[src/rtl/csr_excp_unit_pkg.sv]
// ============================================================================
// csr_excp_unit_pkg : CSR addresses, field positions and redirect FSM states
// Rev 1.0
// ============================================================================
`default_nettype none

package csr_excp_unit_pkg;

  localparam logic [13:0] CSR_CRMD      = 14'h0;
  localparam logic [13:0] CSR_PRMD      = 14'h1;
  localparam logic [13:0] CSR_ECFG      = 14'h4;
  localparam logic [13:0] CSR_ESTAT     = 14'h5;
  localparam logic [13:0] CSR_ERA       = 14'h6;
  localparam logic [13:0] CSR_BADV      = 14'h7;
  localparam logic [13:0] CSR_EENTRY    = 14'hC;
  localparam logic [13:0] CSR_TLBEHI    = 14'h11;
  localparam logic [13:0] CSR_TLBRENTRY = 14'h88;

  localparam int CRMD_PLV       = 0;
  localparam int CRMD_IE        = 2;
  localparam int CRMD_DA        = 3;
  localparam int CRMD_PG        = 4;
  localparam int PRMD_PPLV      = 0;
  localparam int PRMD_PIE       = 2;
  localparam int ESTAT_IS       = 0;
  localparam int ESTAT_ECODE    = 16;
  localparam int ESTAT_ESUBCODE = 22;

  localparam logic [5:0] ECODE_TLBR = 6'h3F;

  typedef enum logic [0:0] {
    RD_IDLE     = 1'b0,
    RD_REDIRECT = 1'b1
  } redir_state_t;

endpackage

`default_nettype wire

[src/rtl/csr_excp_unit_redirect.sv]
// ============================================================================
// excp_redirect_ctrl : held redirect request with a two-state handshake FSM
// Rev 1.0
// ============================================================================
`default_nettype none

module excp_redirect_ctrl
  import csr_excp_unit_pkg::*;
(
  input  logic        clk,
  input  logic        rst,
  input  logic        evt_valid,
  input  logic [31:0] evt_pc,
  input  logic        redirect_ready,
  output logic        redirect_valid,
  output logic [31:0] redirect_pc
);

  redir_state_t r_state;
  redir_state_t w_state_nxt;
  logic [31:0]  r_pc;
  logic [31:0]  w_pc_nxt;

  always_ff @(posedge clk or negedge rst) begin
    if (!rst) begin
      r_state <= RD_IDLE;
      r_pc    <= 32'h0;
    end else begin
      r_state <= w_state_nxt;
      r_pc    <= w_pc_nxt;
    end
  end

  // A fresh event always retargets, even when the old request is acked now.
  always_comb begin
    w_state_nxt = r_state;
    w_pc_nxt    = r_pc;
    case (r_state)
      RD_IDLE: begin
        if (evt_valid) begin
          w_state_nxt = RD_REDIRECT;
          w_pc_nxt    = evt_pc;
        end
      end
      RD_REDIRECT: begin
        if (evt_valid) begin
          w_pc_nxt = evt_pc;
        end else if (redirect_ready) begin
          w_state_nxt = RD_IDLE;
        end
      end
      default: w_state_nxt = RD_IDLE;
    endcase
  end

  assign redirect_valid = (r_state == RD_REDIRECT);
  assign redirect_pc    = r_pc;

endmodule

`default_nettype wire

[src/rtl/csr_excp_unit.sv]
// ============================================================================
// csr_excp_unit : exception/ERTN CSR side effects, interrupt view, redirect
// Optional TLB exception support via macro CSR_TLB_EXCP_EN.  Rev 1.0
// ============================================================================
`default_nettype none

module csr_excp_unit
  import csr_excp_unit_pkg::*;
#(
  parameter logic [31:0] ERA_RST    = 32'h0,
  parameter logic [31:0] EENTRY_RST = 32'h0
) (
  input  logic        clk,
  input  logic        rst,
  input  logic        excp_flush,
  input  logic        ertn_flush,
  input  logic [5:0]  csr_ecode,
  input  logic [8:0]  csr_esubcode,
  input  logic [31:0] csr_era,
  input  logic        va_error,
  input  logic [31:0] bad_va,
  input  logic        excp_tlb,
  input  logic [18:0] excp_tlb_vppn,
  input  logic        excp_tlbrefill,
  input  logic        wb_csr_we,
  input  logic [13:0] wb_csr_addr,
  input  logic [31:0] wb_csr_data,
  input  logic [13:0] csr_raddr,
  output logic [31:0] csr_rdata,
  input  logic [7:0]  hw_int,
  output logic        redirect_valid,
  output logic [31:0] redirect_pc,
  input  logic        redirect_ready,
  output logic        int_req,
  output logic [1:0]  crmd_plv,
  output logic        crmd_da,
  output logic        crmd_pg
);

  logic [1:0]  r_plv, w_plv;
  logic        r_ie, w_ie, r_da, w_da, r_pg, w_pg;
  logic [1:0]  r_pplv, w_pplv;
  logic        r_pie, w_pie;
  logic [12:0] r_lie, w_lie;
  logic [1:0]  r_is_sw, w_is_sw;
  logic [7:0]  r_is_hw;
  logic [5:0]  r_ecode, w_ecode;
  logic [8:0]  r_esub, w_esub;
  logic [31:0] r_era, w_era;
  logic [31:0] r_badv, w_badv;
  logic [25:0] r_eentry, w_eentry;
  logic [12:0] w_is;
  logic [31:0] w_target;
  logic        r_int_req;

`ifdef CSR_TLB_EXCP_EN
  logic [18:0] r_vppn, w_vppn;
  logic [31:0] r_tlbrentry, w_tlbrentry;
`else
  logic        w_unused_tlb;
  assign w_unused_tlb = ^{excp_tlb, excp_tlbrefill, excp_tlb_vppn};
`endif

  assign w_is = {3'b000, r_is_hw, r_is_sw};

  // The WB write lands first; the event then overlays only its own fields.
  always_comb begin
    w_plv = r_plv;   w_ie = r_ie;     w_da = r_da;       w_pg = r_pg;
    w_pplv = r_pplv; w_pie = r_pie;   w_lie = r_lie;     w_is_sw = r_is_sw;
    w_ecode = r_ecode; w_esub = r_esub; w_era = r_era;   w_badv = r_badv;
    w_eentry = r_eentry;
`ifdef CSR_TLB_EXCP_EN
    w_vppn = r_vppn; w_tlbrentry = r_tlbrentry;
`endif
    if (wb_csr_we) begin
      case (wb_csr_addr)
        CSR_CRMD: begin
          w_plv = wb_csr_data[CRMD_PLV +: 2];
          w_ie  = wb_csr_data[CRMD_IE];
          w_da  = wb_csr_data[CRMD_DA];
          w_pg  = wb_csr_data[CRMD_PG];
        end
        CSR_PRMD: begin
          w_pplv = wb_csr_data[PRMD_PPLV +: 2];
          w_pie  = wb_csr_data[PRMD_PIE];
        end
        CSR_ECFG:   w_lie    = wb_csr_data[12:0];
        CSR_ESTAT:  w_is_sw  = wb_csr_data[ESTAT_IS +: 2];
        CSR_ERA:    w_era    = wb_csr_data;
        CSR_BADV:   w_badv   = wb_csr_data;
        CSR_EENTRY: w_eentry = wb_csr_data[31:6];
`ifdef CSR_TLB_EXCP_EN
        CSR_TLBEHI:    w_vppn      = wb_csr_data[31:13];
        CSR_TLBRENTRY: w_tlbrentry = wb_csr_data;
`endif
        default: ;
      endcase
    end

    w_target = {w_eentry, 6'b0};
    if (excp_flush) begin
      w_pplv  = w_plv;
      w_pie   = w_ie;
      w_plv   = 2'b00;
      w_ie    = 1'b0;
      w_ecode = csr_ecode;
      w_esub  = csr_esubcode;
      w_era   = csr_era;
      if (va_error) w_badv = bad_va;
`ifdef CSR_TLB_EXCP_EN
      if (excp_tlb) w_vppn = excp_tlb_vppn;
      if (excp_tlbrefill) begin
        w_da     = 1'b1;
        w_pg     = 1'b0;
        w_target = w_tlbrentry;
      end
`endif
    end else if (ertn_flush) begin
      w_plv    = w_pplv;
      w_ie     = w_pie;
      w_target = w_era;
`ifdef CSR_TLB_EXCP_EN
      if (w_ecode == ECODE_TLBR) begin
        w_da = 1'b0;
        w_pg = 1'b1;
      end
`endif
    end
  end

  always_ff @(posedge clk or negedge rst) begin
    if (!rst) begin
      r_plv <= 2'b00;   r_ie <= 1'b0;    r_da <= 1'b1;     r_pg <= 1'b0;
      r_pplv <= 2'b00;  r_pie <= 1'b0;   r_lie <= 13'h0;   r_is_sw <= 2'b00;
      r_is_hw <= 8'h0;  r_ecode <= 6'h0; r_esub <= 9'h0;
      r_era <= ERA_RST; r_badv <= 32'h0; r_eentry <= EENTRY_RST[31:6];
      r_int_req <= 1'b0;
`ifdef CSR_TLB_EXCP_EN
      r_vppn <= 19'h0;  r_tlbrentry <= 32'h0;
`endif
    end else begin
      r_plv <= w_plv;     r_ie <= w_ie;       r_da <= w_da;       r_pg <= w_pg;
      r_pplv <= w_pplv;   r_pie <= w_pie;     r_lie <= w_lie;     r_is_sw <= w_is_sw;
      r_is_hw <= hw_int;  r_ecode <= w_ecode; r_esub <= w_esub;
      r_era <= w_era;     r_badv <= w_badv;   r_eentry <= w_eentry;
      r_int_req <= r_ie & (|(w_is & r_lie));
`ifdef CSR_TLB_EXCP_EN
      r_vppn <= w_vppn;   r_tlbrentry <= w_tlbrentry;
`endif
    end
  end

  always_comb begin
    csr_rdata = 32'h0;
    case (csr_raddr)
      CSR_CRMD:   csr_rdata = {27'b0, r_pg, r_da, r_ie, r_plv};
      CSR_PRMD:   csr_rdata = {29'b0, r_pie, r_pplv};
      CSR_ECFG:   csr_rdata = {19'b0, r_lie};
      CSR_ESTAT:  csr_rdata = {1'b0, r_esub, r_ecode, 3'b000, w_is};
      CSR_ERA:    csr_rdata = r_era;
      CSR_BADV:   csr_rdata = r_badv;
      CSR_EENTRY: csr_rdata = {r_eentry, 6'b0};
`ifdef CSR_TLB_EXCP_EN
      CSR_TLBEHI:    csr_rdata = {r_vppn, 13'b0};
      CSR_TLBRENTRY: csr_rdata = r_tlbrentry;
`endif
      default: csr_rdata = 32'h0;
    endcase
  end

  excp_redirect_ctrl u_redirect (
    .clk            (clk),
    .rst            (rst),
    .evt_valid      (excp_flush | ertn_flush),
    .evt_pc         (w_target),
    .redirect_ready (redirect_ready),
    .redirect_valid (redirect_valid),
    .redirect_pc    (redirect_pc)
  );

  assign int_req  = r_int_req;
  assign crmd_plv = r_plv;
  assign crmd_da  = r_da;
  assign crmd_pg  = r_pg;

endmodule

`default_nettype wire
[config.mk]
export PLATFORM = sky130hd
export DESIGN_NAME = csr_excp_unit
export DESIGN_NICKNAME = d
export VERILOG_FILES = /design/src/rtl/csr_excp_unit_pkg.sv /design/src/rtl/csr_excp_unit_redirect.sv /design/src/rtl/csr_excp_unit.sv
export SDC_FILE = /design/constraint.sdc
export NUM_CORES = 1
export LEC_CHECK = 0
export CORE_MARGIN = 2
export CORE_UTILIZATION = 40
export CTS_BUF_LIST = sky130_fd_sc_hd__clkbuf_8
export DETAILED_ROUTE_END_ITERATION = 8
export DONT_BUFFER_PORTS = 1
export GPL_ROUTABILITY_DRIVEN = 0
export MAX_ROUTING_LAYER = met4
export PLACE_DENSITY_LB_ADDON = 0.08
export SETUP_SLACK_MARGIN = 0.15
export SLEW_MARGIN = 20
export SYNTH_ARGS = -nofsm -noshare
export SYNTH_HDL_FRONTEND = slang
export SYNTH_HIERARCHICAL = 1
export SYNTH_SLANG_ARGS = --single-unit
[constraint.sdc]
create_clock -name clk -period 5.1 [get_ports clk]
set_input_delay 1.53 -clock clk [delete_from_list [all_inputs] [get_ports clk]]
set_output_delay 1.53 -clock clk [all_outputs]
set_load 0.03 [all_outputs]
==> results of run 1 <==
-- layout make-up --
| class | count | share of cell area |
|---|---|---|
| Clock inverter | 15 | 0.0155 |
| Inverter | 9 | 0.00337 |
| Timing Repair Buffer | 43 | 0.0434 |
| Clock buffer | 17 | 0.0233 |
| Tap cell | 285 | 0.0356 |
| Multi-Input combinational cell | 622 | 0.454 |
| Sequential cell | 170 | 0.425 |
-- cell usage after synthesis (6+ instances only) --
cell type,number,share of area
nor2_1,55,0.022
nand2_1,37,0.015
o21ai_0,12,0.0065
inv_1,9,0.0037
nand4_1,9,0.0061
a221o_1,20,0.022
buf_2,16,0.0087
a22o_1,6,0.0057
a21oi_1,8,0.0043
mux2i_1,68,0.074
nand3_1,36,0.020
mux2_1,43,0.053
a22oi_1,7,0.0057
a31oi_1,33,0.022
mux2_4,29,0.047
mux2_2,18,0.022
nor3_1,82,0.045
dfrtp_1,169,0.46
nor2_2,11,0.0075
a211oi_1,29,0.024
o21ai_1,58,0.031
clkbuf_1,54,0.022
-- kinds of logic after synthesis --
logic type | synth area share
compound gates | 0.136
xor+xnor | 0.000950
buf+inv | 0.0478
flops | 0.462
mux | 0.196
simple gates | 0.158
-- layout by cell type (no fill, tap or decap), types with 6 or more instances in the layout --
cell type | synthesis | final
buf_4 | 1 | 34
o21ai_1 | 58 | 58
nor2_2 | 11 | 11
a22o_1 | 6 | 6
a221o_1 | 20 | 20
mux2_2 | 18 | 18
a21oi_1 | 8 | 8
a22oi_1 | 7 | 7
a31oi_1 | 33 | 33
mux2_4 | 29 | 29
mux2i_1 | 68 | 68
nand2_1 | 37 | 36
o21ai_0 | 12 | 12
nor2_1 | 55 | 55
mux2_1 | 43 | 43
inv_6 | 0 | 6
buf_12 | 3 | 9
nor3_1 | 82 | 82
nand4_1 | 9 | 9
a211oi_1 | 29 | 29
dfrtp_1 | 169 | 169
clkbuf_8 | 0 | 17
nand3_1 | 36 | 36
inv_1 | 9 | 9
-- metrics by stage --
step | utilization | instance area, sq um | hold slack (ps)
after global placement | 0.426 | 9630 | 471
after CTS | 0.443 | 10000 | 511
after floorplan | - | 9220 | 459
after global routing | 0.443 | 10000 | 524
after detailed placement | 0.426 | 9630 | 488
final | 0.443 | 10000 | 508
-- registers in the layout, summed over array words and instances, names as in the netlist, 2 cells and up --
register / count
r_is_hw: 8
r_eentry: 26
r_pplv: 2
r_badv: 32
r_era: 32
r_is_sw: 2
u_redirect/redirect_pc: 32
r_ecode: 6
r_esub: 9
crmd_plv: 2
r_lie: 13
-- power breakdown --
group | internal (mW) | switching [mW]
Sequential | 1.44 | 0.109
Clock | 0.366 | 0.595
Combinational | 0.126 | 0.123
Total | 1.93 | 0.828
-- layer usage --
layer	vias to the layer above	wire (um)
met5	-	0
met4	0	387
met3	27	2350
met2	297	14000
met1	3707	13100
li1	3233	-
-- worst max-delay path by stage --
stage,start,endpoint,slack [ps],depth (start not counted)
final,csr_raddr[11],csr_rdata[29],220,6
after global routing,csr_raddr[11],csr_rdata[27],170,6
after CTS,csr_raddr[11],csr_rdata[29],220,6
after detailed placement,csr_raddr[11],csr_rdata[10],240,5
after global placement,csr_raddr[11],csr_rdata[29],240,6
after floorplan,csr_raddr[11],csr_rdata[13],220,5
==> results.py, run 1 <==
metrics = {
    "placement": {
        "dpl_worst_slack_ps": 236,
        "dp_cells": 1129,
        "io_buffers": 0,
        "dp_hpwl_um": 19100,
    },
    "global_route": {
        "grt_pass1_vias": 7586,
        "antenna_found_initial": 0,
        "globalRouteMet1Util": 0.329,
        "busiest_layer": "met2",
        "grt_remaining_overflow": 0,
        "grt_pass1_wl_um": 45600,
        "gr-usage-met2": 0.396,
        "gr-usage-met3": 0.0717,
        "grt.total_usage": 0.254,
        "grt_max_degree": 171,
    },
    "critical_path": {
        "cpMostUsedCell": "or4_4",
        "cp-end-kind": "primary output",
        "path_cells": "or4_4 -> or4_4 -> buf_12 -> nor2_1 -> a221o_1 -> buf_4",
        "r2r_start": "r_era[5]",
        "cp_slowest_cell": "or4_4",
        "path_class": "in -> out",
        "reg2reg_to": "u_redirect/redirect_pc[5]",
        "cp_max_fo": 22,
        "critPathBufInv": 2,
        "cp.arrival_ps": 3350,
        "cp.required_ps": 3570,
        "worst_setup_path_start_kind": "input pin",
        "crit_family": "simple AND/OR/NAND/NOR gates",
        "r2r_cells": 3,
        "cpPeakStageDelay_ps": 580,
        "r2r_slack_ps": 3860,
    },
    "drt": {
        "first_iter_violations": 512,
        "drt_wl_total_um": 29800,
        "wl_per_cell_um": 25.7,
        "viasPerCell": 6.26,
        "dr.pass1.iters": 5,
        "drc_errors": 0,
        "vias": 7264,
        "ant_nets": 0,
    },
    "clocking": {
        "root_buffer": "clkbuf_8",
        "cts_tree": "yes",
        "cts_sinks": 170,
        "h-tree-depth": 4,
        "post-cts-setup-buffer-count": 0,
        "cts_resized": 0,
        "clock_path_buffers": 2,
        "insertion_delay_ps": 480,
        "path_clk_slew_ps": 100,
        "numCtsBuffers": 17,
        "hold_buffers": 0,
    },
    "synth": {
        "synth.cell_area_sq_um": 9220,
        "synth_flop_cell": "dfrtp_1",
        "syn_inst": 882,
        "ys_types": 53,
        "syn_nets": 1057,
        "ys_warn_count": 6,
        "syn_avg_cell_area_sq_um": 10.5,
        "async_reset_ff_frac": 1.00,
        "yosysSeqAreaShare": 0.462,
        "synth_edf_count": 0,
        "synth_seq_cells": 170,
    },
    "timing": {
        "fin_crit_ps": 4880,
        "clock.fmax_mhz": 205,
        "slew_headroom": 0.396,
        "slew_violations": 0,
        "setup_violations": 0,
        "finalClockSkew_ps": 21.4,
        "fin_crit_sh": 0.956,
        "setup_ws_ps": 225,
        "finalSetupTns_ps": 0,
        "worst_pin_slew_ps": 906,
        "grt_setup_unrepaired": "no",
        "finalHoldViolations": 0,
    },
    "floorplan": {
        "fp-row-count": 55,
        "die_h_um": 156,
        "ios": 245,
        "die_area_sq_um": 24300,
        "start_util": 0.407,
        "fp.dieW_um": 156,
        "core-area_sq_um": 22600,
    },
    "hold_path": {
        "hold_depth": 1,
        "hold_class": "reg -> reg",
        "hold_start": "r_lie[11]",
        "holdPathEnd": "r_lie[11]",
    },
    "final_layout": {
        "final_layout_size_suffix_gt1_frac": 0.175,
        "regArea_sq_um": 4260,
        "area_delta_synth_final_pct": 8.73,
        "final_nets": 1038,
        "filler_cell_count": 2148,
        "diodes": 0,
        "multi_input_area_sq_um": 4550,
        "fin_cells": 1161,
    },
    "run_status": {
        "outcome": "complete, no violations",
    },
    "power_and_ir_drop": {
        "power.density_nw_per_um2": 275,
        "max-vdd-ir-drop_uv": 173,
        "power.static_leakage_nw": 4.18,
        "power_mw": 2.76,
    },
    "job": {
        "maxCapViolCount": 0,
    },
}
(Power assumes the default switching activity.)
==> run 2: changes to the inputs <==
PLACE_DENSITY_LB_ADDON = default   (was 0.08)
==> results.py, run 2 (synthesized netlist as in run 1, its figures left out) <==
metrics = {
    "final_layout": {
        "filler_cell_count": 2205,
        "regArea_sq_um": 4260,
        "area_delta_synth_final_pct": 9.30,
        "final_layout_size_suffix_gt1_frac": 0.179,
        "final_common_cell": "dfrtp_1",
        "final_nets": 1043,
        "finish.utilization": 0.445,
        "diodes": 0,
        "final_cell_mix": "dfrtp_1, nor3_1, mux2i_1",
        "multi_input_area_sq_um": 4550,
    },
    "drt": {
        "first_iter_violations": 728,
        "dr.pass1.iters": 5,
        "ant_nets": 0,
        "wl_per_cell_um": 24.8,
        "viasPerCell": 6.22,
        "vias": 7252,
        "drc_errors": 0,
        "drt_wl_total_um": 28900,
    },
    "hold_path": {
        "holdPathEnd": "r_lie[12]",
        "hold_start": "r_lie[12]",
        "hold_class": "reg -> reg",
        "hold_depth": 1,
    },
    "placement": {
        "io_buffers": 0,
        "dp_hpwl_um": 18200,
    },
    "critical_path": {
        "path_class": "in -> out",
        "cp-end-kind": "primary output",
        "cp.required_ps": 3570,
        "r2r_start": "crmd_plv[1]",
        "r2r_slack_ps": 3840,
        "cp.arrival_ps": 3360,
        "r2r_cells": 2,
        "worst_setup_path_start_kind": "input pin",
        "reg2reg_to": "crmd_plv[1]",
        "cp_max_fo": 22,
    },
    "clocking": {
        "path_clk_slew_ps": 100,
        "cts_sinks": 170,
        "root_buffer": "clkbuf_8",
        "hold_buffers": 0,
        "numCtsBuffers": 17,
        "h-tree-depth": 4,
        "post-cts-setup-buffer-count": 0,
        "insertion_delay_ps": 470,
        "cts_tree": "yes",
        "cts_resized": 0,
        "clock_path_buffers": 2,
    },
    "floorplan": {
        "fp-row-count": 55,
        "die_area_sq_um": 24300,
        "fp.dieW_um": 156,
        "core-area_sq_um": 22600,
        "ios": 245,
        "die_h_um": 156,
        "start_util": 0.407,
    },
    "timing": {
        "slew_violations": 0,
        "fin_crit_sh": 0.959,
        "grt_setup_unrepaired": "no",
        "hold-worst-slack_ps": 496,
        "clock.fmax_mhz": 204,
        "setup_violations": 0,
        "finalClockSkew_ps": 9.99,
        "fin_crit_ps": 4890,
        "slew_headroom": 0.385,
        "finalHoldViolations": 0,
        "worst_pin_slew_ps": 921,
        "finalSetupTns_ps": 0,
    },
    "power_and_ir_drop": {
        "max-vdd-ir-drop_uv": 185,
        "power.static_leakage_nw": 4.23,
        "power.density_nw_per_um2": 283,
    },
    "global_route": {
        "antenna_found_initial": 1,
        "grt.total_usage": 0.244,
        "grt_pass1_wl_um": 43700,
        "grt_pass1_vias": 7231,
        "grt_remaining_overflow": 0,
        "grt_max_degree": 171,
    },
    "job": {
        "maxCapViolCount": 0,
    },
    "run_status": {
        "outcome": "complete, no violations",
    },
}
run 2: routing by layer:
layer	track usage	vias up	wire length, um
met5	-	-	0
met4	0.0760	0	478
met3	0.0503	33	2200
met2	0.356	321	13000
met1	0.343	3644	13200
li1	-	3254	-
run 2: report_power, final:
part           switching, mW  internal, mW
combinational          0.120         0.126
clock                  0.632         0.427
sequential             0.108          1.44
run 2: through the flow:
stage	power (mW)	worst slack (ps)	std cells	instance area (sq um)
6_report	2.85	210	1166	10100
5_1_grt	2.96	184	1166	10100
4_1_cts	2.87	232	1166	10100
3_5_place_dp	1.82	237	1134	9650
3_3_place_gp	1.81	234	1134	9650
2_1_floorplan	1.78	225	882	9220
run 2: worst max-delay path by stage:
| stage | startpoint | endpoint | slack [ps] | cells past startpoint |
|---|---|---|---|---|
| finish | csr_raddr[11] | csr_rdata[10] | 210 | 5 |
| floorplan | csr_raddr[11] | csr_rdata[13] | 220 | 5 |
| global placement | csr_raddr[11] | csr_rdata[28] | 230 | 6 |
| detailed placement | csr_raddr[11] | csr_rdata[28] | 240 | 6 |
| global route | csr_raddr[11] | csr_rdata[10] | 180 | 5 |
| CTS | csr_raddr[11] | csr_rdata[28] | 230 | 6 |
run 2: final cells by class:
type	count	area share
multi-input cells	622	0.452
clock buffers	17	0.0232
inverters	9	0.00335
clock inverters	15	0.0194
flip-flops and latches	170	0.422
well taps	285	0.0354
repair buffers	48	0.0445
run 2: critical path, cell delays in order:
cell and delay (ps):
or4_4 580, or4_4 580, buf_12 200, nor2_1 140
a221o_1 320
==> run 3: changes to the inputs <==
CORE_MARGIN = 3   (was 2)
==> results.py, run 3 (synthesized netlist as in run 1, its figures left out) <==
metrics = {
    "drt": {
        "dr.pass1.iters": 5,
        "wl_per_cell_um": 25.0,
        "vias": 7224,
        "drt_wl_total_um": 29200,
        "drc_errors": 0,
        "first_iter_violations": 474,
        "ant_nets": 0,
        "viasPerCell": 6.18,
    },
    "timing": {
        "slew_headroom": 0.364,
        "fin_crit_sh": 0.958,
        "finalSetupTns_ps": 0,
        "finalHoldViolations": 0,
        "setup_violations": 0,
        "worst_pin_slew_ps": 954,
        "finalClockSkew_ps": 20.0,
        "fin_crit_ps": 4890,
        "clock.fmax_mhz": 205,
        "grt_setup_unrepaired": "no",
        "slew_violations": 0,
    },
    "run_status": {
        "outcome": "complete, no violations",
    },
    "power_and_ir_drop": {
        "max-vdd-ir-drop_uv": 173,
        "power.density_nw_per_um2": 273,
        "power.static_leakage_nw": 4.22,
    },
    "final_layout": {
        "final_nets": 1049,
        "final_layout_size_suffix_gt1_frac": 0.183,
        "final_cell_mix": "dfrtp_1, nor3_1, mux2i_1",
        "fin_cells": 1168,
        "finish.utilization": 0.453,
        "area_delta_synth_final_pct": 9.31,
        "final_common_cell": "dfrtp_1",
    },
    "critical_path": {
        "cp_slowest_cell": "or4_4",
        "path_class": "in -> out",
        "crit_family": "simple AND/OR/NAND/NOR gates",
        "cp.arrival_ps": 3360,
        "cp.required_ps": 3570,
        "path_cells": "or4_4 -> or4_4 -> buf_12 -> nor2_1 -> a221o_1 -> buf_4",
        "critPathBufInv": 2,
        "cpPeakStageDelay_ps": 580,
        "r2r_start": "crmd_plv[0]",
        "cpMostUsedCell": "or4_4",
        "cp-end-kind": "primary output",
        "worst_setup_path_start_kind": "input pin",
        "cp.depth": 6,
        "critPathLaunch": "csr_raddr[11]",
        "r2r_cells": 2,
        "cp_max_fo": 22,
    },
    "global_route": {
        "grt.total_usage": 0.239,
        "grt_remaining_overflow": 0,
        "grt_pass1_wl_um": 44500,
        "grt_pass1_vias": 7482,
        "antenna_found_initial": 1,
        "grt_max_degree": 171,
    },
    "placement": {
        "io_buffers": 0,
        "dp_hpwl_um": 18400,
        "dp_cells": 1135,
    },
    "hold_path": {
        "hold_start": "r_lie[12]",
        "hold_depth": 1,
        "hold_class": "reg -> reg",
    },
    "clocking": {
        "path_clk_slew_ps": 100,
        "cts_resized": 0,
        "hold_buffers": 0,
        "root_buffer": "clkbuf_8",
        "post-cts-setup-buffer-count": 0,
        "numCtsBuffers": 17,
        "h-tree-depth": 4,
        "clock_path_buffers": 2,
        "cts_tree": "yes",
        "insertion_delay_ps": 460,
        "cts_sinks": 170,
    },
    "floorplan": {
        "start_util": 0.415,
        "fp.dieW_um": 158,
        "core-area_sq_um": 22200,
        "die_area_sq_um": 24900,
        "ios": 245,
        "die_h_um": 158,
        "fp-row-count": 54,
    },
    "job": {
        "maxCapViolCount": 0,
    },
}
-- run 3: worst reg2reg max path, cell delays in order (launching register included) --
cell and delay [ps]:
dfrtp_1 620, a211oi_1 90, a2111oi_0 410
-- run 3: cell type report --
cell class,instances,area (sq um)
fill,2134,12200
clock buffer,17,234
clock inverter,15,150
timing repair buffer,54,505
antenna,1,2.50
tap,280,350
inverter,9,33.8
multi-input combinational,622,4550
sequential,170,4260
-- run 3: layer usage --
| metal | part of all wire | GRT usage | wire length [um] |
|---|---|---|---|
| met1 | 0.45 | 0.323 | 13100 |
| met3 | 0.077 | 0.0615 | 2240 |
| met4 | 0.010 | 0.0607 | 303 |
| met5 | 0 | - | 0 |
| met2 | 0.46 | 0.362 | 13500 |
-- run 3: final timing paths --
| kind | to | slack, ps |
|---|---|---|
| max | csr_rdata[28] | 210 |
| min | r_lie[12] | 500 |
| max reg2reg | crmd_plv[0] | 3850 |
| min reg2reg | r_lie[12] | 500 |
| max in group asynchronous | crmd_da | 4090 |
| min in group asynchronous | u_redirect/redirect_pc[14] | 750 |
-- run 3: where the power goes --
group	leakage, nW	total [mW]	switching, mW	internal [mW]
combinational	1.91	0.246	0.120	0.126
sequential	2.13	1.55	0.109	1.44
clock	0.186	0.954	0.590	0.365
total	4.22	2.75	0.819	1.93
-- run 3: stage by stage --
stage | power (mW) | cell area (sq um) | hold WS [ps] | setup WS (ps)
3_3_place_gp | 1.81 | 9690 | 471 | 252
3_5_place_dp | 1.82 | 9690 | 478 | 248
4_1_cts | 2.78 | 10100 | 502 | 229
5_1_grt | 2.88 | 10100 | 538 | 168
2_1_floorplan | 1.78 | 9220 | 459 | 225
6_report | 2.75 | 10100 | 496 | 212
